**src/rtl/dcache_pkg.sv**
```systemverilog
`default_nettype none
// +--------------------------------------------------------------------------+
// | Module  : dcache_pkg                                                     |
// | Brief   : Shared constants, FSM state codes and address-field helpers    |
// |           for the direct-mapped write-back data cache.                   |
// | Revision: 1.0 - initial release                                          |
// +--------------------------------------------------------------------------+
package dcache_pkg;

    localparam int c_ADDR_W         = 32;
    localparam int c_NUM_LINES      = 16;
    localparam int c_OFFSET_W       = 5;
    localparam int c_WORD_W         = 32;
    localparam int c_WORDS_PER_LINE = 8;
    localparam int c_WORD_SEL_W     = 3;
    localparam int c_IDX_W          = $clog2(c_NUM_LINES);
    localparam int c_TAG_W          = c_ADDR_W - c_OFFSET_W - c_IDX_W;

    localparam logic [1:0] c_ST_IDLE      = 2'd0;
    localparam logic [1:0] c_ST_WRITEBACK = 2'd1;
    localparam logic [1:0] c_ST_REFILL    = 2'd2;

    // Helpers take the index width so any power-of-two line count works.
    function automatic logic [31:0] addr_tag(input logic [31:0] addr, input int idx_w);
        return addr >> (c_OFFSET_W + idx_w);
    endfunction

    function automatic logic [31:0] addr_index(input logic [31:0] addr, input int idx_w);
        return (addr >> c_OFFSET_W) & ((32'd1 << idx_w) - 32'd1);
    endfunction

    function automatic logic [c_WORD_SEL_W-1:0] addr_word(input logic [31:0] addr);
        return addr[c_OFFSET_W-1:2];
    endfunction

endpackage
`default_nettype wire

```
**src/rtl/dcache_sram.sv**
```systemverilog
`default_nettype none
// +--------------------------------------------------------------------------+
// | Module  : dcache_sram                                                    |
// | Brief   : Valid/dirty/tag/data arrays with combinational read and a      |
// |           single-port edge write (line fill or word-merged store).       |
// | Revision: 1.0 - initial release                                          |
// +--------------------------------------------------------------------------+
module dcache_sram
    import dcache_pkg::*;
#(
    parameter int NUM_LINES = 16,
    parameter int LINE_BITS = 256,
    parameter int IDX_W     = 4,
    parameter int TAG_W     = 23
) (
    input  logic                    clk,
    input  logic                    rst,
    input  logic [IDX_W-1:0]        i_idx,
    output logic                    o_valid,
    output logic                    o_dirty,
    output logic [TAG_W-1:0]        o_tag,
    output logic [LINE_BITS-1:0]    o_line,
    input  logic                    i_fill_en,
    input  logic [TAG_W-1:0]        i_fill_tag,
    input  logic [LINE_BITS-1:0]    i_fill_line,
    input  logic                    i_store_en,
    input  logic [c_WORD_SEL_W-1:0] i_store_word,
    input  logic [c_WORD_W-1:0]     i_store_data
);

    logic [NUM_LINES-1:0] r_valid;
    logic [NUM_LINES-1:0] r_dirty;
    logic [TAG_W-1:0]     r_tag  [NUM_LINES];
    logic [LINE_BITS-1:0] r_data [NUM_LINES];

    assign o_valid = r_valid[i_idx];
    assign o_dirty = r_dirty[i_idx];
    assign o_tag   = r_tag[i_idx];
    assign o_line  = r_data[i_idx];

    always_ff @(posedge clk) begin
        if (rst) begin
            r_valid <= '0;
            r_dirty <= '0;
        end else if (i_fill_en) begin
            r_valid[i_idx] <= 1'b1;
            r_dirty[i_idx] <= 1'b0;
        end else if (i_store_en) begin
            r_dirty[i_idx] <= 1'b1;
        end
    end

    // Payload arrays need no reset: valid gates every use of them.
    always_ff @(posedge clk) begin
        if (i_fill_en) begin
            r_tag[i_idx]  <= i_fill_tag;
            r_data[i_idx] <= i_fill_line;
        end else if (i_store_en) begin
            r_data[i_idx][i_store_word*c_WORD_W +: c_WORD_W] <= i_store_data;
        end
    end

endmodule
`default_nettype wire

```
**src/rtl/dcache_controller.sv**
```systemverilog
`default_nettype none
// +--------------------------------------------------------------------------+
// | Module  : dcache_controller                                              |
// | Brief   : Direct-mapped write-back write-allocate data cache with a      |
// |           line-wide req/ack memory port. DCACHE_STATS_EN adds counters.  |
// | Revision: 1.0 - initial release                                          |
// +--------------------------------------------------------------------------+
module dcache_controller
    import dcache_pkg::*;
#(
    parameter int NUM_LINES = 16,
    parameter int LINE_BITS = 256,
    parameter int ADDR_W    = 32
) (
    input  logic                 clk_i,
    input  logic                 rst_i,
    input  logic                 cpu_req_i,
    input  logic                 cpu_we_i,
    input  logic [ADDR_W-1:0]    cpu_addr_i,
    input  logic [31:0]          cpu_wdata_i,
    output logic [31:0]          cpu_rdata_o,
    output logic                 cpu_stall_o,
    output logic                 mem_req_o,
    output logic                 mem_we_o,
    output logic [ADDR_W-1:0]    mem_addr_o,
    output logic [LINE_BITS-1:0] mem_wdata_o,
    input  logic [LINE_BITS-1:0] mem_rdata_i,
    input  logic                 mem_ack_i,
    output logic [31:0]          hit_cnt_o,
    output logic [31:0]          miss_cnt_o
);

    localparam int c_LINE_IDX_W = $clog2(NUM_LINES);
    localparam int c_LINE_TAG_W = ADDR_W - c_OFFSET_W - c_LINE_IDX_W;

    logic [31:0]              w_addr32;
    logic [31:0]              w_tag_full;
    logic [31:0]              w_idx_full;
    logic [c_LINE_TAG_W-1:0]  w_req_tag;
    logic [c_LINE_IDX_W-1:0]  w_req_idx;
    logic [c_WORD_SEL_W-1:0]  w_req_word;
    logic                     w_unused_bits;

    logic                     w_line_valid;
    logic                     w_line_dirty;
    logic [c_LINE_TAG_W-1:0]  w_line_tag;
    logic [LINE_BITS-1:0]     w_line_data;

    logic                     w_hit;
    logic                     w_miss;
    logic                     w_store_en;
    logic                     w_fill_en;

    logic [1:0]               r_state;
    logic                     r_mem_req;
    logic                     r_mem_we;
    logic [ADDR_W-1:0]        r_mem_addr;
    logic [LINE_BITS-1:0]     r_mem_wdata;

    assign w_addr32      = 32'(cpu_addr_i);
    assign w_tag_full    = addr_tag(w_addr32, c_LINE_IDX_W);
    assign w_idx_full    = addr_index(w_addr32, c_LINE_IDX_W);
    assign w_req_tag     = w_tag_full[c_LINE_TAG_W-1:0];
    assign w_req_idx     = w_idx_full[c_LINE_IDX_W-1:0];
    assign w_req_word    = addr_word(w_addr32);
    assign w_unused_bits = ^{w_tag_full[31:c_LINE_TAG_W], w_idx_full[31:c_LINE_IDX_W], cpu_addr_i[1:0]};

    assign w_hit      = (r_state == c_ST_IDLE) && cpu_req_i && w_line_valid && (w_line_tag == w_req_tag);
    assign w_miss     = (r_state == c_ST_IDLE) && cpu_req_i && !w_hit;
    assign w_store_en = w_hit && cpu_we_i && !rst_i;
    assign w_fill_en  = (r_state == c_ST_REFILL) && mem_ack_i && !rst_i;

    assign cpu_stall_o = (r_state != c_ST_IDLE) || w_miss;
    assign cpu_rdata_o = (w_hit && !cpu_we_i) ? w_line_data[w_req_word*c_WORD_W +: c_WORD_W] : 32'd0;

    assign mem_req_o   = r_mem_req;
    assign mem_we_o    = r_mem_we;
    assign mem_addr_o  = r_mem_addr;
    assign mem_wdata_o = r_mem_wdata;

    dcache_sram #(
        .NUM_LINES (NUM_LINES),
        .LINE_BITS (LINE_BITS),
        .IDX_W     (c_LINE_IDX_W),
        .TAG_W     (c_LINE_TAG_W)
    ) u_sram (
        .clk          (clk_i),
        .rst          (rst_i),
        .i_idx        (w_req_idx),
        .o_valid      (w_line_valid),
        .o_dirty      (w_line_dirty),
        .o_tag        (w_line_tag),
        .o_line       (w_line_data),
        .i_fill_en    (w_fill_en),
        .i_fill_tag   (w_req_tag),
        .i_fill_line  (mem_rdata_i),
        .i_store_en   (w_store_en),
        .i_store_word (w_req_word),
        .i_store_data (cpu_wdata_i)
    );

    // Memory-side outputs are registered so they hold steady until the ack edge.
    always_ff @(posedge clk_i) begin
        if (rst_i) begin
            r_state     <= c_ST_IDLE;
            r_mem_req   <= 1'b0;
            r_mem_we    <= 1'b0;
            r_mem_addr  <= '0;
            r_mem_wdata <= '0;
        end else begin
            case (r_state)
                c_ST_IDLE: begin
                    if (w_miss) begin
                        r_mem_req <= 1'b1;
                        if (w_line_valid && w_line_dirty) begin
                            r_state     <= c_ST_WRITEBACK;
                            r_mem_we    <= 1'b1;
                            r_mem_addr  <= {w_line_tag, w_req_idx, {c_OFFSET_W{1'b0}}};
                            r_mem_wdata <= w_line_data;
                        end else begin
                            r_state    <= c_ST_REFILL;
                            r_mem_we   <= 1'b0;
                            r_mem_addr <= {w_req_tag, w_req_idx, {c_OFFSET_W{1'b0}}};
                        end
                    end
                end
                c_ST_WRITEBACK: begin
                    if (mem_ack_i) begin
                        r_state     <= c_ST_REFILL;
                        r_mem_we    <= 1'b0;
                        r_mem_addr  <= {w_req_tag, w_req_idx, {c_OFFSET_W{1'b0}}};
                        r_mem_wdata <= '0;
                    end
                end
                c_ST_REFILL: begin
                    if (mem_ack_i) begin
                        r_state    <= c_ST_IDLE;
                        r_mem_req  <= 1'b0;
                        r_mem_addr <= '0;
                    end
                end
                default: begin
                    r_state     <= c_ST_IDLE;
                    r_mem_req   <= 1'b0;
                    r_mem_we    <= 1'b0;
                    r_mem_addr  <= '0;
                    r_mem_wdata <= '0;
                end
            endcase
        end
    end

`ifdef DCACHE_STATS_EN
    logic [31:0] r_hit_cnt;
    logic [31:0] r_miss_cnt;
    logic        r_after_fill;

    // The hit that completes a refilled access is not counted as a hit.
    always_ff @(posedge clk_i) begin
        if (rst_i) begin
            r_hit_cnt    <= '0;
            r_miss_cnt   <= '0;
            r_after_fill <= 1'b0;
        end else begin
            if (w_fill_en) begin
                r_after_fill <= 1'b1;
            end else if (r_state == c_ST_IDLE) begin
                r_after_fill <= 1'b0;
            end
            if (w_hit && !r_after_fill && (r_hit_cnt != 32'hFFFF_FFFF)) begin
                r_hit_cnt <= r_hit_cnt + 32'd1;
            end
            if (w_miss && (r_miss_cnt != 32'hFFFF_FFFF)) begin
                r_miss_cnt <= r_miss_cnt + 32'd1;
            end
        end
    end

    assign hit_cnt_o  = r_hit_cnt;
    assign miss_cnt_o = r_miss_cnt;
`else
    assign hit_cnt_o  = 32'd0;
    assign miss_cnt_o = 32'd0;
`endif

endmodule
`default_nettype wire

```
**config.mk**
```make
export PLATFORM = sky130hd
export DESIGN_NAME = dcache_controller
export DESIGN_NICKNAME = d
export VERILOG_FILES = /design/src/rtl/dcache_pkg.sv /design/src/rtl/dcache_sram.sv /design/src/rtl/dcache_controller.sv
export SDC_FILE = /design/constraint.sdc
export NUM_CORES = 2
export LEC_CHECK = 0
export CAP_MARGIN = 20
export CORE_AREA = 5 5 445 776
export DETAILED_ROUTE_END_ITERATION = 6
export DIE_AREA = 0 0 450 781
export GPL_TIMING_DRIVEN = 1
export PLACE_DENSITY = 0.73
export SLEW_MARGIN = 20
export SYNTH_ARGS = -nofsm -noshare
export SYNTH_HDL_FRONTEND = slang
export SYNTH_MEMORY_MAX_BITS = 65536
export SYNTH_SLANG_ARGS = --single-unit
```
**constraint.sdc**
```tcl
create_clock -name clk_i -period 7.8 [get_ports clk_i]
set_input_delay 1.17 -clock clk_i [delete_from_list [all_inputs] [get_ports clk_i]]
set_output_delay 1.17 -clock clk_i [all_outputs]
set_load 0.01 [all_outputs]
```
== After elaboration in Yosys (flattened, before gate mapping) ==
Memory sizes are Yosys's and may differ from the RTL's.
Cells that the tools add are included.

* Add/sub/neg operators: 1
* Multipliers: 0
* Divide/modulo/power cells: 0
* Order comparisons: 2
* Equality and inequality tests: 7
* Shift-type cells: 3
* Mux-type cells: 290
* Bitwise gates (word level): 262
* Reductions and logical operators: 22

{| class="wikitable"
|+ Operators with widths
! cell !! count
|-
| 256-bit 2-to-1 mux || 4
|-
| 256-bit case mux with 3 select lines || 1
|-
| 1-bit 2-to-1 mux || 267
|-
| 1-bit OR || 256
|-
| 32-bit by 34-bit variable shift with 256-bit output, first input constant || 1
|-
| 256-bit by 9-bit indexed part select with 32-bit output || 1
|-
| 32-bit by 34-bit indexed part select with 256-bit output || 1
|-
| 32-bit 2-to-1 mux || 5
|-
| 32-bit case mux with 3 select lines || 1
|-
| 8-bit negator with 34-bit output || 1
|-
| 16-bit 2-to-1 mux || 2
|-
| 16-bit OR || 2
|-
| 23-bit equality test || 1
|-
| 16-bit bitwise AND || 1
|-
| 16-bit inverter || 1
|-
| 1-bit logical AND || 11
|-
| 3-bit AND reduction || 3
|-
| 1-bit binary-select mux with 4-bit select || 2
|-
| 2-bit 2-to-1 mux || 4
|-
| 2-bit inequality test, second input constant || 3
|-
| 1-bit case mux with 3 select lines || 2
|-
| 2-bit case mux with 3 select lines || 1
|-
| 4-bit by 5-bit less-than comparator with 1-bit output, second input constant || 1
|-
| 1-bit demux with 4-bit select || 1
|-
| 10 further kinds || 14
|}

* Register bits after elaboration: 324
* Bits in latches: 0
* RAM bits: 4,464
* Bits in read-only memories: 0
* Bits of input ports: 325
* Output and inout bits: 387
* Memories kept: 2

{| class="wikitable"
|+ Memories
! name !! depth !! width !! rd ports !! clocked after Yosys merged registers in !! wr ports !! line !! RTL
|-
| u_sram.r_data || 16 || 256 || 1 || 0 || 1 || dcache_sram.sv:34 || <nowiki>logic [LINE_BITS-1:0] r_data [NUM_LINES];</nowiki>
|-
| u_sram.r_tag || 16 || 23 || 1 || 0 || 1 || dcache_sram.sv:33 || <nowiki>logic [TAG_W-1:0] r_tag [NUM_LINES];</nowiki>
|}

== Longest topological paths before layout ==
* Depth after elaboration: 10
* Mapped depth: 17
* Gate-level depth less buffers: 9

== By module ==
A second synthesis with hierarchy kept.

* Cell total of the unflattened synthesis: 9,051
* Area, all modules: 186,880.5 µm²

{| class="wikitable"
|+ By module, submodules not included
! module !! instances !! cells an instance !! area each (µm²)
|-
| dcache_sram || 1 || 7,526 || 171,902.4
|-
| dcache_controller || 1 || 1,525 || 14,978.1
|}

== Least setup slack after synthesis ==
No wires, ideal clock.

* Kind: input to register
* From: input cpu_addr_i[6]
* To: memory u_sram.r_data[10][160] (enable)
* Library setup time: 0.421 ns
* Arrival: 5.282 ns
* Data required time: 7.379 ns
* Slack: 2.097 ns
* Stages: 15
* Buffers on the path: 6
* Cell sequence: buf_6 > buf_6 > buf_4 > mux4_2 > mux2i_1 > nor2_1 > a221o_1 > o22ai_1 > and4_1 > buf_2 > nand4_1 > and2_1 > clkbuf_1 > buf_2 > nor2_1

* Longest elaborated chain between the ends: 10
* Elaborated cells on any way between the ends: 12

{| class="wikitable"
|+ RTL lines
! element !! line !! RTL
|-
| from (decl) || dcache_controller.sv:19 || <nowiki>input logic [ADDR_W-1:0] cpu_addr_i,</nowiki>
|-
| branches (longest 10 deep; another with memory read 16 x 23 bit) || n/a ||
|-
| to (decl) || dcache_sram.sv:34 ||
|}

Several ways; the timed one is not identified. The select of a mux whose other input is x is not followed.

== Worst setup path in the final report ==
* From: input cpu_addr_i[8]
* To: output cpu_rdata_o[6]

* Longest elaborated chain between the ends: 6
* Elaborated cells on any way between the ends: 10

{| class="wikitable"
|+ RTL lines
! element !! line !! RTL
|-
| branches (longest 5 deep; another with memory read 16 x 256 bit) || n/a ||
|-
| 32-bit 2-to-1 mux * || dcache_controller.sv:74 || <nowiki>assign cpu_rdata_o = (w_hit && !cpu_we_i) ? w_line_data[w_req_word*c_WORD_W +: c_WORD_W] : 32'd0;</nowiki>
|-
| to (decl) || dcache_controller.sv:21 || <nowiki>output logic [31:0] cpu_rdata_o,</nowiki>
|}

Every way passes the cells marked *. The select of a mux whose other input is x is not followed.

==> impl_summary.log <==
[metrics] Longest Clk Path Bufs: 4
[metrics] endpoint of the worst-slack reg-to-reg timing path: u_sram.r_data[14][25]
[metrics] hold buffer count at CTS: 0
[metrics] first-pass iteration count of the detailed router: 6
[metrics] most frequent standard cell in the layout excluding fill and tap cells: edfxtp_1
[metrics] clock tree from TritonCTS: yes
[metrics] setup_tns: 0 ps
[metrics] I/O pin cnt: 712
[metrics] worst path required time: approximately 6600 ps
[metrics] most frequent cells in the layout: 4464 x edfxtp_1, 1419 x mux4_2, 631 x clkdlybuf4s50_1, 414 x clkbuf_16, 392 x buf_4
[metrics] synthesized-area fraction occupied by and/or/nand/nor cells: 1.59%
[metrics] share of power burned in the clock network: 39.5%
[metrics] total core area: 339000 µm²
[metrics] Top Usage Layer GRT: met2
[metrics] number of slew-limit violations in the final report: 0
[metrics] total via count in the routed design: 97153
[metrics] DRC violations left: 0
[metrics] Avg Synthesized Cell Area: 22.4 µm²
[metrics] Setup Crit Path Kind: in2out
[metrics] die outline area: 351000 µm²
[metrics] Slew Limit Headroom: between 10% and 20%
[metrics] crit path capture type: output pin
[metrics] total of flip-flops plus latches after synthesis: 4783
[metrics] share of synthesized registers carrying an async set or reset: 0%
[metrics] met2 Resource Use GR: 48.9%
[metrics] Leakage: 67.2 nW
[metrics] Cell variety after synth: 70
[metrics] number of hold-slack violations in the final timing report: 0
[metrics] die height: 781 µm
[metrics] critical path fanouts, max: between 80 and 90
[metrics] wire length of the first global-routing pass: 779000 µm
[metrics] Period minus WS final: 7290 ps
[metrics] Iter 0 DRT Violations: 15062
[metrics] post-synthesis xor/xnor area fraction: less than 1%
[metrics] detail-routed via count per cell: 6.89
[metrics] routability cong.: 0.905
[metrics] internal power contribution: 40.5 mW
[metrics] count of endpoints failing setup in the final report: 0
[metrics] Post-Syn Instances: 8285
[metrics] compound-gate portion of the synthesized area: 2.41%
[metrics] MaxCap Viol Count: 0
[metrics] switching power share of the total: 22.0%
[metrics] met1 track demand over resource in global routing: 40.5%
[metrics] switching component of the power: roughly 11 mW
[metrics] power per cell area: 244 nW/µm²
[metrics] post-route fraction of the period consumed by the critical path: 93.4%
[metrics] vias in the first global route: 94854
[metrics] Post-Route WL: 574000 µm
[metrics] Worst Setup Slack, final: 513 ps
[metrics] fraction of synthesized area in multiplexers: between 15 and 20%
[metrics] setup repair after global routing missed its margin: no
[metrics] slew at the pin closest to its max-slew limit: ~1300 ps
[metrics] Fill cells: 22216
[metrics] total global routing overflow: 0
[metrics] antenna violations before repair: 88
[metrics] Warnings, synthesis: 0
[metrics] Peak supply drop: 0.218 mV
[metrics] Clock Tree Root: clkbuf_16
[metrics] worst reg2reg path startpoint: u_sram.r_tag[1][5]
[metrics] clock buffers created by TritonCTS: 406
[metrics] number of gates resized after cts: 0
[metrics] proportion of power drawn by flip-flops and latches: 54.1%
[metrics] status: complete, no violations
[metrics] timing endpoint of the critical path: cpu_rdata_o[6]
[metrics] Die Width: 450 µm
[metrics] wire length per cell: between 40 and 50 µm
[metrics] DP Wirelength: 366000 µm
[metrics] combinational family with the most area after synthesis: multiplexers
[metrics] highest clock rate: 137 MHz
[metrics] power share of the combinational group: 6.4%
[metrics] clock latency on the worst-skew pair: 970 ps
[metrics] Post-synth EDFFs: 4464
[metrics] CTS sink count: between 4000 and 5000
[metrics] number of placement rows: between 200 and 300
[metrics] maximum number of pins on one net before global-route repair: 154
[metrics] clk_skew: roughly 75 ps
[metrics] total number of H-tree levels: 5
[metrics] Port Buf Inserts: 640
[metrics] cell count of the worst reg-to-reg path: 12
[metrics] # nets final: 9587
[metrics] crit path launch: cpu_addr_i[8]
[metrics] fraction of layout instances using a drive strength above 1: around 29%
[metrics] adder-cell share of the synthesized area: 0.0135%
[metrics] setup slack of the worst register-to-register path: about 2400 ps
[metrics] Global Route Usage Sum: 32.3%
[metrics] number of cells traversed by the worst hold path: 1
[metrics] initial standard-cell utilization of the core: 54.7%
[metrics] antenna viol nets, final: 0
[metrics] worst slack at placement: 790 ps
[metrics] sort of element at the start of the critical path: primary input
[metrics] dominant synthesized flop cell: edfxtp_1
[metrics] Area Growth Syn to Fin: 15.0%
[metrics] post-synth design cell area: about 190000 µm²
[metrics] met3 track demand over resource: 10.1%
[metrics] worst min-delay path category: reg2reg
[metrics] CP arrival: 6120 ps
[metrics] portion of the post-synthesis area used by sequential elements: between 70 and 80%
[metrics] Post-CTS Setup Bufs: 0
[metrics] Clock Pin Slew Worst Setup and Hold Paths: 60 ps
==> critical path: stages <==
cell,delay [ps]
buf_8,580
mux4_2,440
mux2i_1,240
xnor2_1,100
nor4_1,770
a31oi_1,180
nor4_4,270
and3_1,360
nand2b_2,380
a21oi_1,800
clkdlybuf4s50_1,700
==> layer usage <==
layer,wire length [µm],up-vias
met4,44100,30
met5,184,-
met1,184000,50817
li1,-,36944
met3,77800,1396
met2,268000,7966
==> cell families after synthesis <==
kind of cell / Yosys count
DFF: 4783
muxes: 1618
and+or+nand+nor: 660
AOI/OAI and AO/OA: 599
buffers and inverters: 591
xor gates and xnor gates: 31
adders and majority gates: 2
other: 1
==> cell usage after synthesis (all sizes together) (12+ instances only) <==
library cell	count	area share (%)
o31ai	20	0.081
nand2b	33	0.11
a22o	257	1.2
o22ai	13	0.044
mux2	139	0.85
nand2	294	0.60
a21o	12	0.049
mux4	1419	17
nor2b	13	0.044
xor2	12	0.057
xnor2	19	0.090
clkbuf	245	0.50
and2	53	0.18
nor3	31	0.084
a22oi	29	0.12
a21oi	58	0.16
dfxtp	319	3.4
a311oi	15	0.071
nor2	193	0.39
buf	335	1.1
o21ai	130	0.35
mux2i	60	0.32
edfxtp	4464	72
==> power groups by stage <==
stage | registers [mW] | logic (mW) | clock network (mW)
global placement | 28.7 | 3.21 | 0
CTS | 28.1 | 3.29 | 20.6
floorplan | 28.7 | 1.69 | 0
finish | 28.1 | 3.33 | 20.5
detailed placement | 28.7 | 3.27 | 0
global route | 28.1 | 3.39 | 21.7
==> per-stage QoR <==
| step | cell area, µm² | power (mW) | std cells | util (%) | hold WS [ps] |
|---|---|---|---|---|---|
| floorplan | 185000 | 30.4 | 8353 | - | 421 |
| global placement | 199000 | 31.9 | 13256 | 58.9 | 427 |
| detailed placement | 199000 | 31.9 | 13261 | 58.9 | 440 |
| CTS | 213000 | 52.0 | 14009 | 62.8 | 455 |
| global route | 213000 | 53.2 | 14042 | 62.9 | 469 |
| finish | 213000 | 52.0 | 14110 | 62.9 | 452 |
==> flip-flops by register name (all words and copies together), names as in the netlist, named ones only <==
register	count
u_sram.r_tag	368
mem_we_o	1
mem_addr_o	27
mem_wdata_o	256
u_sram.r_valid	16
mem_req_o	1
u_sram.r_data	4096
r_state	2
==> worst min-delay path by stage <==
stage | startpoint | to | slack, ps
finish | u_sram.r_valid[15] | u_sram.r_valid[15] | 450
global route | u_sram.r_valid[15] | u_sram.r_valid[15] | 470
CTS | u_sram.r_valid[15] | u_sram.r_valid[15] | 450
detailed placement | u_sram.r_valid[5] | u_sram.r_valid[5] | 440
global placement | u_sram.r_valid[14] | u_sram.r_valid[14] | 430
floorplan | u_sram.r_valid[10] | u_sram.r_valid[10] | 420
==> area by class of cell <==
type,count,area [µm²],share of cell area [%]
inverter,11,43.8,0.0206
clock buffer,542,11000,5.17
sequential,4783,140000,65.9
timing repair buffer,1079,10200,4.80
clock inverter,206,2290,1.07
antenna,93,233,0.109
tap,4417,5530,2.59
multi-input combinational,2979,43200,20.3
Power figures use the tool's default switching activity.
